==> src/rtl/dmem_arbiter.sv <==
// Data-memory arbiter between the pipeline memory stage (CPU) and a debug/loader port (DBG).
// CPU has fixed priority; DBG uses idle slots, forced slots after starvation, or a halt handshake.
module dmem_arbiter #(
    parameter int AW         = 32,
    parameter int DW         = 32,
    parameter int STARVE_MAX = 8,
    parameter int CNT_W      = 4
) (
    input  logic          clk,
    input  logic          srst,

    input  logic          cpu_req,
    input  logic          cpu_we,
    input  logic [AW-1:0] cpu_addr,
    input  logic [DW-1:0] cpu_wdata,
    output logic [DW-1:0] cpu_rdata,
    output logic          cpu_stall,

    input  logic          dbg_req,
    input  logic          dbg_we,
    input  logic [AW-1:0] dbg_addr,
    input  logic [DW-1:0] dbg_wdata,
    output logic          dbg_gnt,
    output logic          dbg_rvalid,
    output logic [DW-1:0] dbg_rdata,
    input  logic          dbg_halt_req,
    output logic          dbg_halt_ack,

    output logic          mem_we,
    output logic [AW-1:0] mem_addr,
    output logic [DW-1:0] mem_wdata,
    input  logic [DW-1:0] mem_rdata
);

    localparam logic [1:0] ARB_CPU  = 2'd0;
    localparam logic [1:0] DBG_SLOT = 2'd1;
    localparam logic [1:0] HALT     = 2'd2;

    localparam logic [CNT_W-1:0] STARVE_LAST = CNT_W'(STARVE_MAX - 1);
    localparam logic [CNT_W-1:0] STARVE_SAT  = CNT_W'(STARVE_MAX);

    logic [1:0]       r_state;
    logic [1:0]       w_state_nxt;
    logic [CNT_W-1:0] r_starve_cnt;
    logic [CNT_W-1:0] w_starve_nxt;
    logic             r_dbg_rvalid;
    logic [DW-1:0]    r_dbg_rdata;

    logic             w_dbg_gnt;
    logic             w_cpu_stall;
    logic             w_dbg_denied;
    logic             w_starve_hit;
    logic             w_cpu_we;

    // Grant/stall decode: DBG_SLOT and HALT both hand the memory to DBG unconditionally.
    always_comb begin
        w_dbg_gnt   = 1'b0;
        w_cpu_stall = 1'b0;
        case (r_state)
            DBG_SLOT, HALT: begin
                w_dbg_gnt   = dbg_req;
                w_cpu_stall = cpu_req;
            end
            default: begin
                w_dbg_gnt   = ~cpu_req & dbg_req;
                w_cpu_stall = 1'b0;
            end
        endcase
    end

    assign w_dbg_denied = dbg_req & ~w_dbg_gnt;
    assign w_starve_hit = w_dbg_denied & (r_starve_cnt == STARVE_LAST);

    // A halt request outranks a pending forced slot.
    always_comb begin
        w_state_nxt = r_state;
        case (r_state)
            ARB_CPU: begin
                if (dbg_halt_req)
                    w_state_nxt = HALT;
                else if (w_starve_hit)
                    w_state_nxt = DBG_SLOT;
                else
                    w_state_nxt = ARB_CPU;
            end
            DBG_SLOT: w_state_nxt = dbg_halt_req ? HALT : ARB_CPU;
            HALT:     w_state_nxt = dbg_halt_req ? HALT : ARB_CPU;
            default:  w_state_nxt = ARB_CPU;
        endcase
    end

    always_comb begin
        if (!dbg_req || w_dbg_gnt)
            w_starve_nxt = '0;
        else if (r_starve_cnt != STARVE_SAT)
            w_starve_nxt = r_starve_cnt + 1'b1;
        else
            w_starve_nxt = r_starve_cnt;
    end

    // A stalled or idle CPU must never write; the CPU drives the bus whenever DBG is not granted.
    assign w_cpu_we = cpu_req & cpu_we & ~w_cpu_stall;

    assign mem_we    = w_dbg_gnt ? dbg_we    : w_cpu_we;
    assign mem_addr  = w_dbg_gnt ? dbg_addr  : cpu_addr;
    assign mem_wdata = w_dbg_gnt ? dbg_wdata : cpu_wdata;

    assign cpu_rdata    = mem_rdata;
    assign cpu_stall    = w_cpu_stall;
    assign dbg_gnt      = w_dbg_gnt;
    assign dbg_rvalid   = r_dbg_rvalid;
    assign dbg_rdata    = r_dbg_rdata;
    assign dbg_halt_ack = (r_state == HALT);

    always_ff @(posedge clk) begin
        if (srst) begin
            r_state      <= ARB_CPU;
            r_starve_cnt <= '0;
            r_dbg_rvalid <= 1'b0;
            r_dbg_rdata  <= '0;
        end else begin
            r_state      <= w_state_nxt;
            r_starve_cnt <= w_starve_nxt;
            r_dbg_rvalid <= w_dbg_gnt & ~dbg_we;
            if (w_dbg_gnt && !dbg_we)
                r_dbg_rdata <= mem_rdata;
        end
    end

endmodule

==> config.mk <==
export PLATFORM = sky130hd
export DESIGN_NAME = dmem_arbiter
export DESIGN_NICKNAME = d
export VERILOG_FILES = /design/src/rtl/dmem_arbiter.sv
export SDC_FILE = /design/constraint.sdc
export NUM_CORES = 1
export LEC_CHECK = 0
export CORE_AREA = 2 2 117 119
export DETAILED_ROUTE_END_ITERATION = 8
export DIE_AREA = 0 0 119 121
export GPL_TIMING_DRIVEN = 0
export PLACE_DENSITY = 0.73
export SETUP_SLACK_MARGIN = 0.5
export SLEW_MARGIN = 20
export SYNTH_ARGS = -nofsm -noshare
export SYNTH_HDL_FRONTEND = slang
export SYNTH_SLANG_ARGS = --single-unit
==> constraint.sdc <==
create_clock -name clk -period 2.8 [get_ports clk]
set_input_delay 0.56 -clock clk [delete_from_list [all_inputs] [get_ports clk]]
set_output_delay 0.56 -clock clk [all_outputs]
set_load 0.01 [all_outputs]
==> results.yml, run 1 <==
sta:
  timing.setup.tns_ns: 0
  timing.final.crit_share: 0.943
  setup_violators_final: 0
  fmax_ghz: 0.379
  timing.final.hold_violations: 0
  timing.max_slew.rel_slack: 0.669
  tightestPinTransition_ns: 0.496
  grt_setup_unrepaired: "yes"
  pins_over_their_slew_limit: 0
  finalClockSkew_ns: 0.00402
  fin_crit_ns: 2.64
grt:
  antenna_found_initial: 0
  grt_pass1_wl_um: 20500
  vias_in_the_first_global_route: 3646
  grt_start_max_net_pins: 14
  grt-ovfl-total: 0
  grtUsageTotal: 0.182
pwr:
  power_frac_clock: 0.318
  vdd_ir_drop_max_v: 0.000265
  internal_power_w: 0.00174
  power.static_leakage_nw: 2.87
  power_w: 0.00231
  power_per_cell_area_mw_per_mm2: 341
  p_comb_frac: 0.429
  switching_share: 0.249
  p_seq_frac: 0.253
  p_switching_w: 0.000575
flow_run:
  cap_violations: 0
yosys:
  netlist-cell-type-count: 28
  yosys-top-cells-area: "dfxtp_1 (29%), mux2_1 (18%), buf_4 (9.7%)"
  syn-instance-count: 292
  net_count_after_synthesis: 464
  fraction_of_synthesized_cell_area_taken_by_the_top_area_cell_type: 0.288
  syn_avg_cell_area_um2: 9.27
  post_synthesis_sequential_area_ratio: 0.288
  syn_area_mm2: 0.00271
  yosysTopAreaCell: "dfxtp_1"
  synth-seq-cells: 39
  synth_warnings: 0
layout:
  syn2layout_area_growth_pct: 150
  final_net_count: 788
  share_of_layout_cells_above_drive_strength_1: 0.340
  antenna_cells: 0
  post-route-cell-area_mm2: 0.00678
clock_tree:
  tritoncts.num_buffers: 5
  cts_buffer_depth: 2
  number_of_sinks_handled_by_clock_tree_synthesis: 39
  ctsRootBufferMaster: "clkbuf_16"
  worst_setup_hold_path_clk_slew_ns: 0.06
  postCtsHoldBufs: 0
  cts_tree: "built"
  clock_insertion_delay_worst_skew_ns: 0.28
  cts.htree.levels: 2
setup_path:
  critical_path_arrival_ns: 2.08
  worstPathMaxFanout: 6
  required_time_at_the_worst_slack_endpoint_ns: 2.24
  cp-end-kind: "output pin"
  worst-setup-path-type: "reg2out"
  setup.worst_path.start_class: "flip-flop"
die:
  full_die_area_mm2: 0.0144
  boundaryPins: 300
  die-height_um: 121
  floorplan.die.width_um: 119
  initial_cell_density_of_the_core: 0.207
  placeableCoreArea_mm2: 0.0131
  floorplan.rows: 42
drt:
  route.final.wire_length_um: 14500
  detail_route.drc_violations: 0
  initial_drt_pass_iterations: 5
  wire_per_inst_um: 18.3
  route.vias.total: 3465
  via_per_inst: 4.37
  detailedRoute.firstIterationViolations: 71
  antenna_left: 0
min_path:
  hold_path.class: "reg2reg"
placement:
  routabilityCongestion: 0.873
  dp_hpwl_um: 11100
  postPlaceCellArea_mm2: 0.00591
  port_buffers: 298
run_status:
  outcome: "completed"
## synthesized netlist by cell type
cell and number:
buf_6 1, nand3_1 2, dfxtp_1 39, or3b_1 27, mux2_2 20, nor2_1 4
xor2_1 1, nor4_1 1, ha_1 5, clkbuf_2 1, nand2_1 4, mux2i_1 1
nor4b_1 1, or3b_2 5, nand3b_1 3, o21ai_0 32, and2_1 1, nor3_1 1
a21oi_1 33, buf_4 35, inv_1 5, nor2b_2 1, clkbuf_1 10, nand4b_1 1
mux2_1 44, xnor2_1 1, buf_2 10, nand2b_1 3
## registers in the layout (all words and copies together), names as in the netlist
signal,flops
r_starve_cnt,4
r_state,2
dbg_rvalid,1
dbg_rdata,32
## area by class of cell
type / count / area, µm²
Fill cell: 1168 / 6310
Timing Repair Buffer: 317 / 3350
Multi-Input combinational cell: 191 / 1760
Sequential cell: 39 / 783
Buffer: 57 / 445
Tap cell: 176 / 220
Clock buffer: 5 / 125
Clock inverter: 3 / 67.6
Inverter: 5 / 21.3
## routing by layer
| metal | up-vias | GRT usage | part of all wire |
|---|---|---|---|
| met5 | - | 0 | 0 |
| met4 | 0 | 0.0618 | 0.031 |
| met3 | 27 | 0.0526 | 0.083 |
| met2 | 184 | 0.329 | 0.50 |
| met1 | 1604 | 0.205 | 0.39 |
| li1 | 1650 | - | - |
## placed cells by master, fill, tap and decap left out, types with 8 or more instances in the layout
cell type	instances
clkbuf_16	8
mux2_2	17
or3b_1	27
o21ai_0	32
buf_4	38
dfxtp_1	37
dlygate4sd2_1	10
mux2_4	47
clkdlybuf4s50_1	229
a21oi_1	33
buf_6	60
clkbuf_1	9
## through the flow
step,instances,worst slack (ns),hold WS (ns),utilization
detailed placement,766,-0.501,0.466,0.452
CTS,787,0.159,0.473,0.488
floorplan,292,0.577,0.475,-
finish,793,0.160,0.474,0.518
global placement,766,-0.455,0.460,0.452
global route,793,0.113,0.492,0.518
## worst paths after layout
path                         startpoint                          to  slack (ns)  depth (start not counted)
max reg2reg       r_state[0]$_SDFF_PP0_  dbg_rdata[20]$_SDFFE_PP0P_        1.10                          7
min          dbg_rdata[26]$_SDFFE_PP0P_  dbg_rdata[26]$_SDFFE_PP0P_        0.47                          2
min reg2reg  dbg_rdata[26]$_SDFFE_PP0P_  dbg_rdata[26]$_SDFFE_PP0P_        0.47                          2
max               r_state[0]$_SDFF_PP0_                mem_addr[22]        0.16                          8
## worst max-delay path, stage by stage (launching register included)
cell and delay [ns]:
dfxtp_2 0.33, inv_2 0.05, ha_4 0.28, nand2b_4 0.17, nand2_8 0.07, buf_8 0.15
bufbuf_16 0.27, mux2_4 0.33, buf_6 0.13
## power groups by stage
stage | clock (W) | combinational (W) | sequential [W]
after global routing | 0.000772 | 0.00104 | 0.000587
after CTS | 0.000749 | 0.000894 | 0.000585
after global placement | 0 | 0.000814 | 0.000596
after detailed placement | 0 | 0.000822 | 0.000597
final | 0.000735 | 0.000992 | 0.000585
after floorplan | 0 | 0.000268 | 0.000605
## timing repair
action,4_1_cts,5_1_grt
pin swaps,1,1
gates resized for setup,335,63
buffers inserted,10,3
setup endpoints to repair,66,67
cloned,3,3
## kinds of logic after synthesis
family                   share of synthesized area
AO/OA/AOI/OAI                                0.120
AND/OR/NAND/NOR                              0.150
flip-flops                                   0.288
buffers and inverters                        0.142
adder cells (fa/ha/maj)                     0.0231
XOR/XNOR                                   0.00647
multiplexers                                 0.270
No activity file was read; power rests on OpenSTA's default activity.
==> inputs of run 2 (changes only) <==
--- a/config.mk
+++ b/config.mk
@@ -5,11 +5,13 @@
 export SDC_FILE = /design/constraint.sdc
 export NUM_CORES = 1
 export LEC_CHECK = 0
-export CORE_AREA = 2 2 117 119
+export CELL_PAD_IN_SITES_DETAIL_PLACEMENT = 0
+export CELL_PAD_IN_SITES_GLOBAL_PLACEMENT = 1
+export CORE_MARGIN = 2
+export CORE_UTILIZATION = 18
 export DETAILED_ROUTE_END_ITERATION = 8
-export DIE_AREA = 0 0 119 121
 export GPL_TIMING_DRIVEN = 0
-export PLACE_DENSITY = 0.73
+export PLACE_DENSITY = 0.91
 export SETUP_SLACK_MARGIN = 0.5
 export SLEW_MARGIN = 20
 export SYNTH_ARGS = -nofsm -noshare
==> results.yml, run 2 (synthesized netlist as in run 1, its figures left out) <==
pwr:
  power_w: 0.00216
  power_per_cell_area_mw_per_mm2: 313
  vdd_ir_drop_max_v: 0.000198
  power.static_leakage_nw: 2.94
die:
  die-height_um: 127
  floorplan.rows: 44
  placeableCoreArea_mm2: 0.0146
  initial_cell_density_of_the_core: 0.186
  full_die_area_mm2: 0.0160
  boundaryPins: 300
  floorplan.die.width_um: 127
sta:
  pins_over_their_slew_limit: 0
  timing.final.crit_share: 0.916
  timing.hold.ws_ns: 0.469
  grt_setup_unrepaired: "yes"
  fmax_ghz: 0.390
  timing.max_slew.rel_slack: 0.674
  tightestPinTransition_ns: 0.489
  timing.setup.tns_ns: 0
  setup_violators_final: 0
  finalClockSkew_ns: 0.00222
  fin_crit_ns: 2.56
  timing.final.hold_violations: 0
  final_critical_path_setup_slack_ns: 0.236
setup_path:
  critical_path_arrival_ns: 2.00
  critical-path-top-delay-family: "buffers and inverters"
  crit_buf_inv: 5
  required_time_at_the_worst_slack_endpoint_ns: 2.24
  worstPathMaxFanout: 5
  setup.worst_path.start_class: "flip-flop"
  worst-setup-path-type: "reg2out"
  cpPeakStageDelay_ns: 0.33
  worst_path_max_delay_cell: "dfxtp_2"
  cp_common_cell: "buf_16"
  cp-end-kind: "output pin"
  worstPathCellList: "inv_2 > ha_4 > nand2b_4 > nand2_8 > buf_16 > buf_12 > buf_16 > mux2_4 > buf_6"
drt:
  route.vias.total: 3561
  route.final.wire_length_um: 16600
  detail_route.drc_violations: 0
  initial_drt_pass_iterations: 4
  wire_per_inst_um: 20.5
  antenna_left: 0
  via_per_inst: 4.39
  detailedRoute.firstIterationViolations: 138
placement:
  routabilityCongestion: 0.875
  dp_hpwl_um: 12500
  place_inst: 774
  port_buffers: 298
  dp_worst_setup_slack_ns: -0.449
grt:
  grt-ovfl-total: 0
  grt_start_max_net_pins: 11
  grt_pass1_wl_um: 23500
  grtUsageTotal: 0.196
  antenna_found_initial: 1
  vias_in_the_first_global_route: 3719
clock_tree:
  cts_buffer_depth: 2
  ctsRootBufferMaster: "clkbuf_16"
  cts.htree.levels: 2
  clock_insertion_delay_worst_skew_ns: 0.28
  worst_setup_hold_path_clk_slew_ns: 0.05
  postCtsHoldBufs: 0
  tritoncts.num_buffers: 5
  number_of_sinks_handled_by_clock_tree_synthesis: 39
  cts_tree: "built"
run_status:
  outcome: "completed"
layout:
  syn2layout_area_growth_pct: 154
  share_of_layout_cells_above_drive_strength_1: 0.365
  filler_cell_count: 1339
  antenna_cells: 0
  largest_reg_flops: 32
  post_layout_nonfiller_instances: 812
  layout.cells.most_common_list: "clkdlybuf4s50_1 (228), buf_6 (69), mux2_4 (55)"
  layout.cells.most_common: "clkdlybuf4s50_1"
  final_net_count: 801
flow_run:
  cap_violations: 0
min_path:
  hold_path.class: "reg2reg"
==> run 2: cell types whose count changed in the layout (fill, tap and decap cells not counted), moves of 2 or more <==
cell,delta
mux2_2,-8
buf_2,+2
clkbuf_16,-2
buf_16,+4
buf_6,+9
buf_8,+2
dlymetal6s2s_1,-2
mux2_4,+8
dlygate4sd2_1,-6
buf_4,+8
bufinv_16,-2
==> run 2: where the power goes <==
part | internal, W | switching [W]
Sequential | 0.000576 | 0.00000992
Combinational | 0.000684 | 0.000373
Clock | 0.000320 | 0.000197
Total | 0.00158 | 0.000579
==> run 2: worst min-delay path, stage by stage, from the launching register on <==
cell and delay (ns):
dfxtp_1 0.30, o21ai_0 0.06, a21oi_1 0.06
==> run 2: final timing paths <==
kind                               from                    endpoint  slack, ns  cells after the start
min          dbg_rdata[18]$_SDFFE_PP0P_  dbg_rdata[18]$_SDFFE_PP0P_       0.47                      2
min reg2reg  dbg_rdata[18]$_SDFFE_PP0P_  dbg_rdata[18]$_SDFFE_PP0P_       0.47                      2
max               r_state[0]$_SDFF_PP0_                mem_addr[29]       0.24                      9
max reg2reg       r_state[0]$_SDFF_PP0_  dbg_rdata[11]$_SDFFE_PP0P_       0.90                      9
==> run 2: final cells by class <==
| type | instances | area (µm²) | share of cell area |
|---|---|---|---|
| multi-input combinational | 191 | 1790 | 0.260 |
| sequential | 39 | 783 | 0.114 |
| inverter | 5 | 21.3 | 0.00309 |
| timing repair buffer | 330 | 3490 | 0.506 |
| tap | 184 | 230 | 0.0334 |
| buffer | 57 | 450 | 0.0654 |
| clock buffer | 6 | 129 | 0.0187 |
==> run 2: metal layers <==
metal / wire [µm] / vias up / GRT usage
met4: 489 / 2 / 0.0614
li1: - / 1680 / -
met2: 8250 / 201 / 0.352
met5: 13 / - / 0
met3: 1460 / 27 / 0.0603
met1: 6410 / 1651 / 0.220
==> run 2: metrics by stage <==
step	utilization	instance area, µm²
after floorplan	-	2710
after global placement	0.406	5920
after detailed placement	0.406	5920
after CTS	0.460	6710
after global routing	0.472	6890
final	0.472	6890
==> run 2: timing repair <==
item                       4_1_cts  5_1_grt
setup buffers                   18        6
cloned                           7        1
hold endpoints to repair         0        0
pin swaps                        1        1
setup endpoints to repair       68       66
resized for setup              421       34
